<file path="src/rtl/cylon_scan_controller_if.sv">
// Button/switch inputs and scan outputs of the cylon sequencer.
// master = controller side, slave = consumer (fader / board glue).
interface cylon_scan_controller_if;
    logic [3:0]  speed_sel;
    logic        btnC;
    logic        btnL;
    logic        btnR;
    logic [3:0]  pointer;
    logic [15:0] active;
    logic        direction;
    logic [1:0]  mode;
    logic        step;
    logic [29:0] linger_clks;

    modport master (
        input  speed_sel, btnC, btnL, btnR,
        output pointer, active, direction, mode, step, linger_clks
    );

    modport slave (
        output speed_sel, btnC, btnL, btnR,
        input  pointer, active, direction, mode, step, linger_clks
    );
endinterface

</file>
<file path="src/rtl/cylon_scan_controller.sv">
// Cylon sequencer: button debounce, mode FSM, step timer and
// scan pointer/direction driving the pwm_fader active/linger inputs.
module cylon_scan_controller #(
    parameter int unsigned CLOCK_CYCLES_PER_PULSE = 25_000_000,
    parameter int unsigned DEBOUNCE_CLKS          = 1_000_000
) (
    input  logic                       clk,
    input  logic                       rst,
    cylon_scan_controller_if.master    bus
);
    typedef enum logic [1:0] {
        CYLON  = 2'b00,
        LEFT   = 2'b01,
        RIGHT  = 2'b10,
        PAUSED = 2'b11
    } mode_e;

    localparam int unsigned DW =
        (DEBOUNCE_CLKS > 1) ? $clog2(DEBOUNCE_CLKS) : 1;
    localparam logic [DW-1:0] DB_LAST = DW'(DEBOUNCE_CLKS - 1);
    localparam logic [29:0]   BASE    = 30'(CLOCK_CYCLES_PER_PULSE);

    // index 0 = C, 1 = L, 2 = R
    logic [2:0]    raw;
    logic [2:0]    s1_q;
    logic [2:0]    s2_q;
    logic [2:0]    lvl_q;
    logic [2:0]    press_q;
    logic [DW-1:0] cnt_q [3];

    logic [29:0] shifted;
    logic [29:0] period_d;
    logic [29:0] period_q;
    logic [29:0] linger_q;

    logic [29:0] count_q;
    logic [29:0] count_d;
    logic        step_en;
    logic        step_q;
    logic [3:0]  pointer_q;
    logic [3:0]  ptr_d;
    logic        dir_q;
    logic        dir_d;
    mode_e       mode_q;
    mode_e       mode_d;

    assign raw = {bus.btnR, bus.btnL, bus.btnC};

    always_ff @(posedge clk) begin
        if (rst) begin
            s1_q    <= '0;
            s2_q    <= '0;
            lvl_q   <= '0;
            press_q <= '0;
            for (int i = 0; i < 3; i++) begin
                cnt_q[i] <= '0;
            end
        end else begin
            s1_q    <= raw;
            s2_q    <= s1_q;
            press_q <= '0;
            for (int i = 0; i < 3; i++) begin
                if (s2_q[i] == lvl_q[i]) begin
                    cnt_q[i] <= '0;
                end else if (cnt_q[i] == DB_LAST) begin
                    cnt_q[i]   <= '0;
                    lvl_q[i]   <= s2_q[i];
                    press_q[i] <= s2_q[i];
                end else begin
                    cnt_q[i] <= cnt_q[i] + DW'(1);
                end
            end
        end
    end

    assign shifted  = BASE >> bus.speed_sel;
    assign period_d = (shifted == '0) ? 30'd1 : shifted;

    always_ff @(posedge clk) begin
        if (rst) begin
            period_q <= BASE;
            linger_q <= BASE >> 1;
        end else begin
            period_q <= period_d;
            linger_q <= period_q >> 1;
        end
    end

    // >= so a period shrunk below the running count fires immediately
    assign step_en = (mode_q != PAUSED) &&
                     (count_q >= period_q - 30'd1);

    always_comb begin
        count_d = count_q + 30'd1;
        if (mode_q == PAUSED || step_en) begin
            count_d = '0;
        end
    end

    always_comb begin
        mode_d = mode_q;
        priority case (1'b1)
            press_q[0]: mode_d = (mode_q == CYLON) ? PAUSED : CYLON;
            press_q[2]: mode_d = RIGHT;
            press_q[1]: mode_d = LEFT;
            default:    mode_d = mode_q;
        endcase
    end

    always_comb begin
        ptr_d = pointer_q;
        dir_d = dir_q;
        if (step_en) begin
            case (mode_q)
                CYLON: begin
                    if (!dir_q) begin
                        if (pointer_q == 4'd15) begin
                            dir_d = 1'b1;
                            ptr_d = 4'd14;
                        end else begin
                            ptr_d = pointer_q + 4'd1;
                        end
                    end else begin
                        if (pointer_q == 4'd0) begin
                            dir_d = 1'b0;
                            ptr_d = 4'd1;
                        end else begin
                            ptr_d = pointer_q - 4'd1;
                        end
                    end
                end
                LEFT: begin
                    dir_d = 1'b0;
                    ptr_d = pointer_q + 4'd1;
                end
                RIGHT: begin
                    dir_d = 1'b1;
                    ptr_d = pointer_q - 4'd1;
                end
                default: begin
                    ptr_d = pointer_q;
                    dir_d = dir_q;
                end
            endcase
        end
    end

    always_ff @(posedge clk) begin
        if (rst) begin
            mode_q    <= CYLON;
            count_q   <= '0;
            step_q    <= 1'b0;
            pointer_q <= 4'd0;
            dir_q     <= 1'b0;
        end else begin
            mode_q    <= mode_d;
            count_q   <= count_d;
            step_q    <= step_en;
            pointer_q <= ptr_d;
            dir_q     <= dir_d;
        end
    end

    assign bus.pointer     = pointer_q;
    assign bus.active      = 16'b1 << pointer_q;
    assign bus.direction   = dir_q;
    assign bus.mode        = mode_q;
    assign bus.step        = step_q;
    assign bus.linger_clks = linger_q;
endmodule

</file>
<file path="src/flat_wrapper.sv">
// flat-port wrapper written by rule: the top's interface ports become plain ports
module cylon_scan_controller_flat 
#(
    parameter int unsigned CLOCK_CYCLES_PER_PULSE = 25_000_000,
    parameter int unsigned DEBOUNCE_CLKS          = 1_000_000
)
  (clk, rst, bus_speed_sel, bus_btnC, bus_btnL, bus_btnR, bus_pointer, bus_active, bus_direction, bus_mode, bus_step, bus_linger_clks);
  cylon_scan_controller_if bus_i ();
  input  logic clk;
  input  logic rst;
  input wire logic [$bits(bus_i.speed_sel)-1:0] bus_speed_sel;
  input wire logic [$bits(bus_i.btnC)-1:0] bus_btnC;
  input wire logic [$bits(bus_i.btnL)-1:0] bus_btnL;
  input wire logic [$bits(bus_i.btnR)-1:0] bus_btnR;
  output wire logic [$bits(bus_i.pointer)-1:0] bus_pointer;
  output wire logic [$bits(bus_i.active)-1:0] bus_active;
  output wire logic [$bits(bus_i.direction)-1:0] bus_direction;
  output wire logic [$bits(bus_i.mode)-1:0] bus_mode;
  output wire logic [$bits(bus_i.step)-1:0] bus_step;
  output wire logic [$bits(bus_i.linger_clks)-1:0] bus_linger_clks;
  assign bus_i.speed_sel = bus_speed_sel;
  assign bus_i.btnC = bus_btnC;
  assign bus_i.btnL = bus_btnL;
  assign bus_i.btnR = bus_btnR;
  assign bus_pointer = bus_i.pointer;
  assign bus_active = bus_i.active;
  assign bus_direction = bus_i.direction;
  assign bus_mode = bus_i.mode;
  assign bus_step = bus_i.step;
  assign bus_linger_clks = bus_i.linger_clks;
  cylon_scan_controller #(.CLOCK_CYCLES_PER_PULSE(CLOCK_CYCLES_PER_PULSE), .DEBOUNCE_CLKS(DEBOUNCE_CLKS)) u_core (.clk(clk), .rst(rst), .bus(bus_i));
endmodule
</file>
<file path="config.mk">
export PLATFORM = sky130hd
export DESIGN_NAME = cylon_scan_controller_flat
export DESIGN_NICKNAME = d
export VERILOG_FILES = /design/src/rtl/cylon_scan_controller_if.sv /design/src/rtl/cylon_scan_controller.sv /design/src/flat_wrapper.sv
export SDC_FILE = /design/constraint.sdc
export NUM_CORES = 1
export LEC_CHECK = 0
export BUFFER_PORTS_ARGS = -buffer_cell sky130_fd_sc_hd__buf_2
export CORE_ASPECT_RATIO = 0.7
export CORE_MARGIN = 5
export CORE_UTILIZATION = 45
export CTS_CLUSTER_DIAMETER = 30
export CTS_CLUSTER_SIZE = 16
export DETAILED_ROUTE_END_ITERATION = 8
export GPL_TIMING_DRIVEN = 0
export REMOVE_ABC_BUFFERS = 1
export SLEW_MARGIN = 20
export SYNTH_ARGS = -nofsm -noshare
export SYNTH_HDL_FRONTEND = slang
export SYNTH_SLANG_ARGS = --single-unit
</file>
<file path="constraint.sdc">
create_clock -name clk -period 8.5 [get_ports clk]
set_clock_uncertainty 0.15 [all_clocks]
set_input_delay 0 -clock clk [delete_from_list [all_inputs] [get_ports clk]]
set_output_delay 0 -clock clk [all_outputs]
set_load 0.01 [all_outputs]
</file>
* Word-level counts from Yosys, hierarchy flattened *
Memory sizes are Yosys's and may differ from the RTL's.
Index checks and enable logic that the tools add are counted.

word-level totals
  memory bits (read-only) = 0
  bits in writable memories = 60
  latch bits = 0
  register bits = 110
  word-level logic and storage cells = 127
  output and inout bits = 54
  input bits = 9
  memories kept = 1

memories
  memory        words  bits a word  read ports  clocked after Yosys merged registers in  write ports  RTL line                     source
  u_core.cnt_q  3      20           3           0                                        3            cylon_scan_controller.sv:29  logic [DW-1:0] cnt_q [3];

operators by class
  equality and inequality tests = 11
  mux-type cells = 57
  divide/modulo/power cells = 0
  multipliers = 0
  shifts and indexed selects = 2
  reduce and logical (&&, ||, !) cells = 16
  order comparisons = 1
  $add $sub $neg = 7
  bitwise gates (word level) = 15

operator list
  kind                                                                   count
  20-bit two-way mux                                                     9
  20-bit by 1-bit adder with 20-bit output (second input constant)       3
  20-bit == test (second input constant)                                 3
  1-bit two-way mux                                                      38
  30-bit by 1-bit adder with 30-bit output (second input constant)       1
  30-bit >= comparator                                                   1
  30-bit zero test                                                       1
  25-bit by 4-bit >> shifter with 30-bit output (first input constant)   1
  30-bit by 1-bit subtractor with 30-bit output (second input constant)  1
  25-bit two-way mux                                                     1
  1-bit by 4-bit left shift with 16-bit output (first input constant)    1
  4-bit two-way mux                                                      3
  4-bit one-hot mux with 3 select lines                                  1
  1-bit bitwise OR                                                       9
  3-bit OR reduction                                                     3
  2-bit two-way mux                                                      4
  2-bit AND reduction                                                    4
  1-bit inverter                                                         6
  3-bit nonzero test                                                     2
  4-bit by 1-bit adder with 4-bit output (second input constant)         1
  2-bit == test (second input constant)                                  2
  4-bit == test (second input constant)                                  1
  4-bit zero test                                                        1
  2-bit OR reduction                                                     2
  8 further kinds                                                        10

* Logic depth before layout (Yosys ltp) *
Gate-level depths: netlist (run 1).
An unclocked memory read counts as a cell.

  depth after elaboration = 8
  depth in mapped cells = 15
  mapped depth without buffers = 14

* Least setup slack after synthesis (run 1) *
No wires, ideal clock.

  kind = reg2reg
  start point = register u_core.period_q[2]
  end point = register u_core.dir_q, in the netlist u_core.bus.direction
  required time = 8255 ps
  arrival time = 3458 ps
  cell stages (with the launch flop) = 13
  setup time = 95 ps
  clock period less this slack = 3703 ps
  path buffers = 0
  path slack = 4797 ps
  path through = dfxtp_1 -> nor4_4 -> nand4_2 -> or4_4 -> or2_4 -> or4_1 -> ha_1 -> nand4_1 -> nor3_1 -> nand4_1 -> o2111a_1 -> a21o_1 -> a221oi_1

between the ends
  longest elaborated chain between the ends = 4

RTL lines
  what                                           RTL line                      source
  from (decl)                                    cylon_scan_controller.sv:33   logic [29:0] period_q;
  from (signal assigned)                         cylon_scan_controller.sv:84   period_q <= period_d;
  30-bit by 1-bit subtractor with 30-bit output  cylon_scan_controller.sv:91   (count_q >= period_q - 30'd1);
  30-bit >= comparator                           cylon_scan_controller.sv:91
  1-bit logical AND                              cylon_scan_controller.sv:90   assign step_en = (mode_q != PAUSED) &&
  2-bit AND reduction (no source line)           --
  to (signal assigned)                           cylon_scan_controller.sv:160  dir_q <= dir_d;
  to (decl)                                      cylon_scan_controller.sv:42   logic dir_q;

No other way between the ends.
A chain may end at the register's enable or synchronous reset.

* Final worst setup path (run 1) *
  start point = register u_core.period_q[2]
  end point = register u_core.count_q[29]

between the ends
  longest elaborated chain between the ends = 5

RTL lines
  what                                           RTL line                      source
  30-bit by 1-bit subtractor with 30-bit output  cylon_scan_controller.sv:91
  30-bit >= comparator                           cylon_scan_controller.sv:91
  1-bit logical AND                              cylon_scan_controller.sv:90
  1-bit logical OR                               cylon_scan_controller.sv:95   if (mode_q == PAUSED || step_en) begin
  2-bit OR reduction (no source line)            --
  to (signal assigned)                           cylon_scan_controller.sv:157  count_q <= count_d;
  to (decl)                                      cylon_scan_controller.sv:36   logic [29:0] count_q;

No other way between the ends.

==> impl_metrics.env, run 1 <==
export IMPL_outcome="complete, no violations"
export IMPL_rows=41
export IMPL_critical_path_peak_fanout=30
export IMPL_ctsHoldBuffers=15
export IMPL_die_width_microns=172.2
export IMPL_vias_per_cell=5.015
export IMPL_synth_edf_count=60
export IMPL_cp_data_required_time_ps=8630
export IMPL_leakagePower_nw=3.855
export IMPL_clock_latency_ps=430
export IMPL_cp_arrival_ps=4620
export IMPL_synthArstFlopShare_pct=0
export IMPL_ys_types=55
export IMPL_synth_seq_cells=159
export IMPL_ant_nets=0
export IMPL_syn_cell_area_sq_um=8289
export IMPL_cp_num_buf_inv=0
export IMPL_critical_path_slowest_cell="or3_1"
export IMPL_antenna_found_initial=0
export IMPL_post_drt_wl_per_cell_microns=13.83
export IMPL_vias=6304
export IMPL_dr_first_iter_drc_count=426
export IMPL_grt_overflow=0
export IMPL_cts_sinks=159
export IMPL_tns_ps=0
export IMPL_path_class="register to register"
export IMPL_finalSetupViolations=0
export IMPL_slew_violations=0
export IMPL_timing_max_cap_violations=0
export IMPL_placed_cells=1210
export IMPL_ys_flop_type="dfxtp_1"
export IMPL_finalCritPeriodShare_pct=52.83
export IMPL_syn_inst=889
export IMPL_postCtsSetupBuffers=0
export IMPL_max_stage_delay_ps=500
export IMPL_drive_above_1_share_pct=10.77
export IMPL_ctsResizeCount=0
export IMPL_peakVddDrop_v=0.0001375
export IMPL_ys_seq_area_share_pct=45.65
export IMPL_cp_end_kind="register"
export IMPL_syn_to_final_growth_pct=17.65
export IMPL_htreeDepth=4
export IMPL_rsz0062_at_grt="false"
export IMPL_fin_cells=1257
export IMPL_dp_hpwl_microns=12430
export IMPL_gp_congestion=0.8272
export IMPL_die_h_microns=123.6
export IMPL_slew_headroom_pct=50.88
export IMPL_start_util_pct=45.90
export IMPL_drt_pass1_iter_count=5
export IMPL_fin_crit_ps=4490
export IMPL_worstHoldPathType="register to register"
export IMPL_p_per_area_nw_per_um2=182.1
export IMPL_fin_nets=1063
export IMPL_root_buffer="clkbuf_16"
export IMPL_finalHoldViolations=0
export IMPL_num_antenna_cells=0
export IMPL_grt_pass1_vias=5849
export IMPL_route_detailed_drc=0
export IMPL_die_area_sq_um=21280
export IMPL_worst_pin_slew_ps=736.7
export IMPL_routed_wirelength_microns=17380
export IMPL_clk_pin_slew_ps=60
export IMPL_grt_first_pass_wirelength_microns=29280
export IMPL_post_route_util_pct=54.01
export IMPL_crit_chain="or3_1 > nor4_2 > nand3b_1 > nor2_1 > nand2_1 > ha_1 > nand4_1 > nor3_1 > nand4_1 > o2111a_1 > nand3_2 > nor2_1"
export IMPL_syn_avg_cell_area_sq_um=9.324
export IMPL_io_buffers=56
export IMPL_cts_tree="yes"
export IMPL_clockBufferDepth=2
export IMPL_ys_warnings_count=0
export IMPL_grt_max_degree=74
export IMPL_fmax_mhz=222.7
export IMPL_core_sq_um=18060
export IMPL_io_pins=63
export IMPL_cp_start_kind="register"
export IMPL_hold_worst_slack_ps=309.2
export IMPL_critical_path_top_delay_family="simple AND/OR/NAND/NOR gates"
export IMPL_cts_buffers=17
export IMPL_grtUsageTotal_pct=17.34
layer usage:
layer  GRT usage, %  wire, microns  vias up
met5              0              0        -
met1          27.08           9596     2924
met2          23.34           6677      130
li1               -              -     3239
met3          5.050            976       11
met4          3.878            133        0
cell usage after synthesis, drive strengths merged (10+ instances only):
master | number | area [sq um]
inv | 27 | 101.3
nand2 | 57 | 214.0
and2 | 13 | 81.33
buf | 10 | 61.30
edfxtp | 60 | 1802
and3 | 16 | 100.1
a21oi | 39 | 195.2
o21ai | 19 | 95.09
nor2b | 23 | 143.9
xor2 | 55 | 481.7
clkbuf | 25 | 93.84
or2 | 18 | 115.1
nor2 | 152 | 570.6
xnor2 | 54 | 473.0
nand4 | 25 | 162.6
nor3 | 24 | 120.1
dfxtp | 99 | 1982
nand3 | 36 | 180.2
ha | 46 | 575.6
kinds of logic (layout without fill, tap and decap cells):
group                      after synthesis  in the layout  share of synthesized area [%]
DFF                                    159            159                          45.65
buffers and inverters                   62            130                          3.094
AOI/OAI and AO/OA                       94             94                          7.004
muxes                                    7              7                         0.8453
and+or+nand+nor                        410            410                          24.86
xor gates and xnor gates               109            109                          11.52
adders and majority gates               46             46                          6.943
other                                    2             66                        0.09060
metrics by stage:
stage,power (mW),instance area (sq um),setup WS [ps]
finish,1.776,9752,4010
global route,1.850,9752,3645
CTS,1.795,9752,3937
detailed placement,0.9637,8957,3979
global placement,0.9628,8950,3652
floorplan,0.9247,8374,4588
layout make-up:
class,instances,area (sq um)
multi-input cells,732,4494
flip-flops and latches,159,3784
fillers,1670,8305
clock inverters,10,116.4
well taps,236,295.3
repair buffers,71,432.9
clock buffers,22,528.0
inverters,27,101.3
power by group:
part	internal (mW)	total [mW]	switching, mW	leakage (nW)
sequential	0.818	0.848	0.0297	1.43
combinational	0.0465	0.107	0.0607	2.11
clock	0.503	0.821	0.318	0.319
placed cells by master, fill, tap and decap left out, drive strengths merged, types with 8 or more instances in the layout:
cell,synthesis,routed
nor4b,8,8
nand2,57,57
conb,2,66
or3,9,9
xor2,55,55
o21ai,19,19
nor2b,23,23
a21oi,39,39
or4,8,8
dlygate4sd3,0,15
nand3,36,36
nand4,25,25
or2,18,18
buf,10,56
edfxtp,60,60
clkbuf,25,22
nor3,24,24
xnor2,54,54
inv,27,30
and2,13,13
nor2,152,152
and3,16,16
dfxtp,99,99
ha,46,46
a21o,9,9
sequential cells by signal (all words and copies together), names as in the netlist:
register                flops
u_core.bus.linger_clks     24
u_core.press_q              3
u_core.bus.mode             2
u_core.count_q             30
u_core.bus.pointer          4
u_core.s1_q                 3
u_core.bus.direction        1
u_core.bus.step             1
u_core.lvl_q                3
u_core.s2_q                 3
u_core.cnt_q               60
u_core.period_q            25
final timing paths:
check	start	endpoint	slack (ps)	cells past startpoint
worst min register to register	u_core.s1_q[0]	u_core.s2_q[0]	310	1
worst min-delay path	u_core.s1_q[0]	u_core.s2_q[0]	310	1
worst max register to register	u_core.period_q[2]	u_core.count_q[29]	4010	12
worst max-delay path	u_core.period_q[2]	u_core.count_q[29]	4010	12
worst register-to-register path, delay by kind of cell, from the launching register on:
kind,cells,cell delay [ps]
compound gates,1,340
simple gates,10,3140
fa+ha+maj,1,330
flops,1,410
Note: power is estimated with default switching activity, not from simulation.
==> run 2: changes to the inputs <==
clock period = 4.49 ns   (was 8.5 ns; I/O delays follow)
==> impl_metrics.env, run 2 (same netlist as run 1, synthesis figures left out) <==
export IMPL_layout_common_cells="nor2_1, dfxtp_1, conb_1"
export IMPL_p_per_area_nw_per_um2=344.3
export IMPL_root_buffer="clkbuf_16"
export IMPL_cts_buffers=17
export IMPL_slew_headroom_pct=50.53
export IMPL_worstHoldPathType="register to register"
export IMPL_timing_max_cap_violations=0
export IMPL_routed_wirelength_microns=17420
export IMPL_r2r_start="u_core.period_q[2]"
export IMPL_vias=6313
export IMPL_fmax_mhz=231.7
export IMPL_cp_end_kind="register"
export IMPL_grt_first_pass_wirelength_microns=29280
export IMPL_rows=41
export IMPL_hold_path_startpoint="u_core.s1_q[0]"
export IMPL_cp_start_kind="register"
export IMPL_critical_path_slowest_cell="or4_4"
export IMPL_dr_first_iter_drc_count=405
export IMPL_grt_max_degree=74
export IMPL_io_buffers=56
export IMPL_outcome="complete, no violations"
export IMPL_dpl_cell_area_sq_um=8957
export IMPL_path_class="register to register"
export IMPL_post_drt_wl_per_cell_microns=13.85
export IMPL_cp_data_required_time_ps=4660
export IMPL_ant_nets=0
export IMPL_reg2regPathDepth=12
export IMPL_rr_endpoint="u_core.bus.pointer[0]"
export IMPL_finalCritPeriodShare_pct=96.11
export IMPL_drt_pass1_iter_count=5
export IMPL_io_pins=63
export IMPL_cp_common_cell="nand4_1"
export IMPL_num_antenna_cells=0
export IMPL_largest_register="u_core.cnt_q"
export IMPL_fin_cells=1257
export IMPL_finalHoldViolations=0
export IMPL_cts_tree="yes"
export IMPL_start_util_pct=45.90
export IMPL_clk_pin_slew_ps=60
export IMPL_cp_arrival_ps=4490
export IMPL_fin_nets=1063
export IMPL_drive_above_1_share_pct=10.97
export IMPL_cts_sinks=159
export IMPL_largest_reg_flops=60
export IMPL_crit_chain="nor4_4 > nand4_2 > or4_4 > or2_4 > or4_1 > ha_1 > nand4_1 > nor3_2 > nand4_1 > o2111a_1 > a21o_1 > a221oi_1"
export IMPL_worstHoldEndpoint="u_core.s2_q[0]"
export IMPL_die_width_microns=172.2
export IMPL_tns_ps=0
export IMPL_antenna_found_initial=0
export IMPL_grt_overflow=0
export IMPL_postCtsSetupBuffers=0
export IMPL_peakVddDrop_v=0.0002590
export IMPL_r2r_setup_slack_ps=170
export IMPL_finalSetupViolations=0
export IMPL_grtUsageTotal_pct=17.34
export IMPL_syn_to_final_growth_pct=17.83
export IMPL_vias_per_cell=5.022
export IMPL_slew_violations=0
export IMPL_worst_pin_slew_ps=742.0
export IMPL_p_total_mw=3.362
export IMPL_route_detailed_drc=0
export IMPL_gp_congestion=0.8272
export IMPL_htreeDepth=4
export IMPL_clockBufferDepth=2
export IMPL_die_area_sq_um=21280
export IMPL_hold_worst_slack_ps=308.8
export IMPL_die_h_microns=123.6
export IMPL_clock_latency_ps=430
export IMPL_max_stage_delay_ps=490
export IMPL_grt_pass1_vias=5848
export IMPL_dp_hpwl_microns=12430
export IMPL_critical_path_peak_fanout=5
export IMPL_stdcell_area_sq_um=9767
export IMPL_leakagePower_nw=3.858
export IMPL_core_sq_um=18060
export IMPL_holdPathStages=1
export IMPL_placed_cells=1210
export IMPL_fin_crit_ps=4315
export IMPL_largestRegisters="u_core.cnt_q (60), u_core.count_q (30), u_core.period_q (25)"
export IMPL_rsz0062_at_grt="false"
export IMPL_final_common_cell="nor2_1"
==> run 2: power by group <==
part	total (mW)	switching [mW]	internal [mW]
combinational	0.204	0.115	0.0885
clock	1.55	0.602	0.952
sequential	1.60	0.0561	1.55
==> run 2: cell type report <==
type                            instances  area (sq um)
Clock inverter                         10         116.4
Tap cell                              236         295.3
Clock buffer                           22         528.0
Timing Repair Buffer                   71         432.9
Sequential cell                       159          3784
Fill cell                            1669          8290
Inverter                               27         101.3
Multi-Input combinational cell        732          4509
==> run 2: how the worst max path moves through the flow <==
stage                                  start                     to  cells after the start
final                     u_core.period_q[2]  u_core.bus.pointer[0]                     12
after global routing      u_core.period_q[2]  u_core.bus.pointer[2]                     12
after CTS                 u_core.period_q[2]  u_core.bus.pointer[0]                     12
after detailed placement  u_core.period_q[2]     u_core.count_q[29]                     12
after global placement    u_core.period_q[2]     u_core.count_q[29]                     12
after floorplan           u_core.period_q[2]     u_core.count_q[10]                     12
==> run 2: critical path, delay by kind of cell, from the launching register on <==
| family | cells | cell delay (ps) |
|---|---|---|
| flip-flops | 1 | 410 |
| AO/OA/AOI/OAI | 3 | 920 |
| AND/OR/NAND/NOR | 8 | 2430 |
| adder cells (fa/ha/maj) | 1 | 310 |
==> run 2: layer usage <==
| layer | wire length, microns | track usage, % | vias to the layer above |
|---|---|---|---|
| met5 | 0 | 0 | - |
| met4 | 133 | 3.878 | 0 |
| met3 | 959 | 5.050 | 11 |
| met2 | 6686 | 23.32 | 129 |
| met1 | 9635 | 27.10 | 2927 |
| li1 | - | - | 3246 |
==> run 2: repair_timing <==
action	CTS	global route
gates resized for setup	2	1
hold buffers	15	0
endpoints found under the setup margin	30	21
hold endpoints to repair	43	0
==> run 2: per-stage QoR <==
| stage | setup slack (ps) | utilization [%] |
|---|---|---|
| finish | 174.8 | 54.09 |
| global route | 19.49 | 54.09 |
| CTS | 49.06 | 54.06 |
| detailed placement | -30.52 | 49.61 |
| global placement | -357.8 | 49.56 |
| floorplan | 578.0 | - |
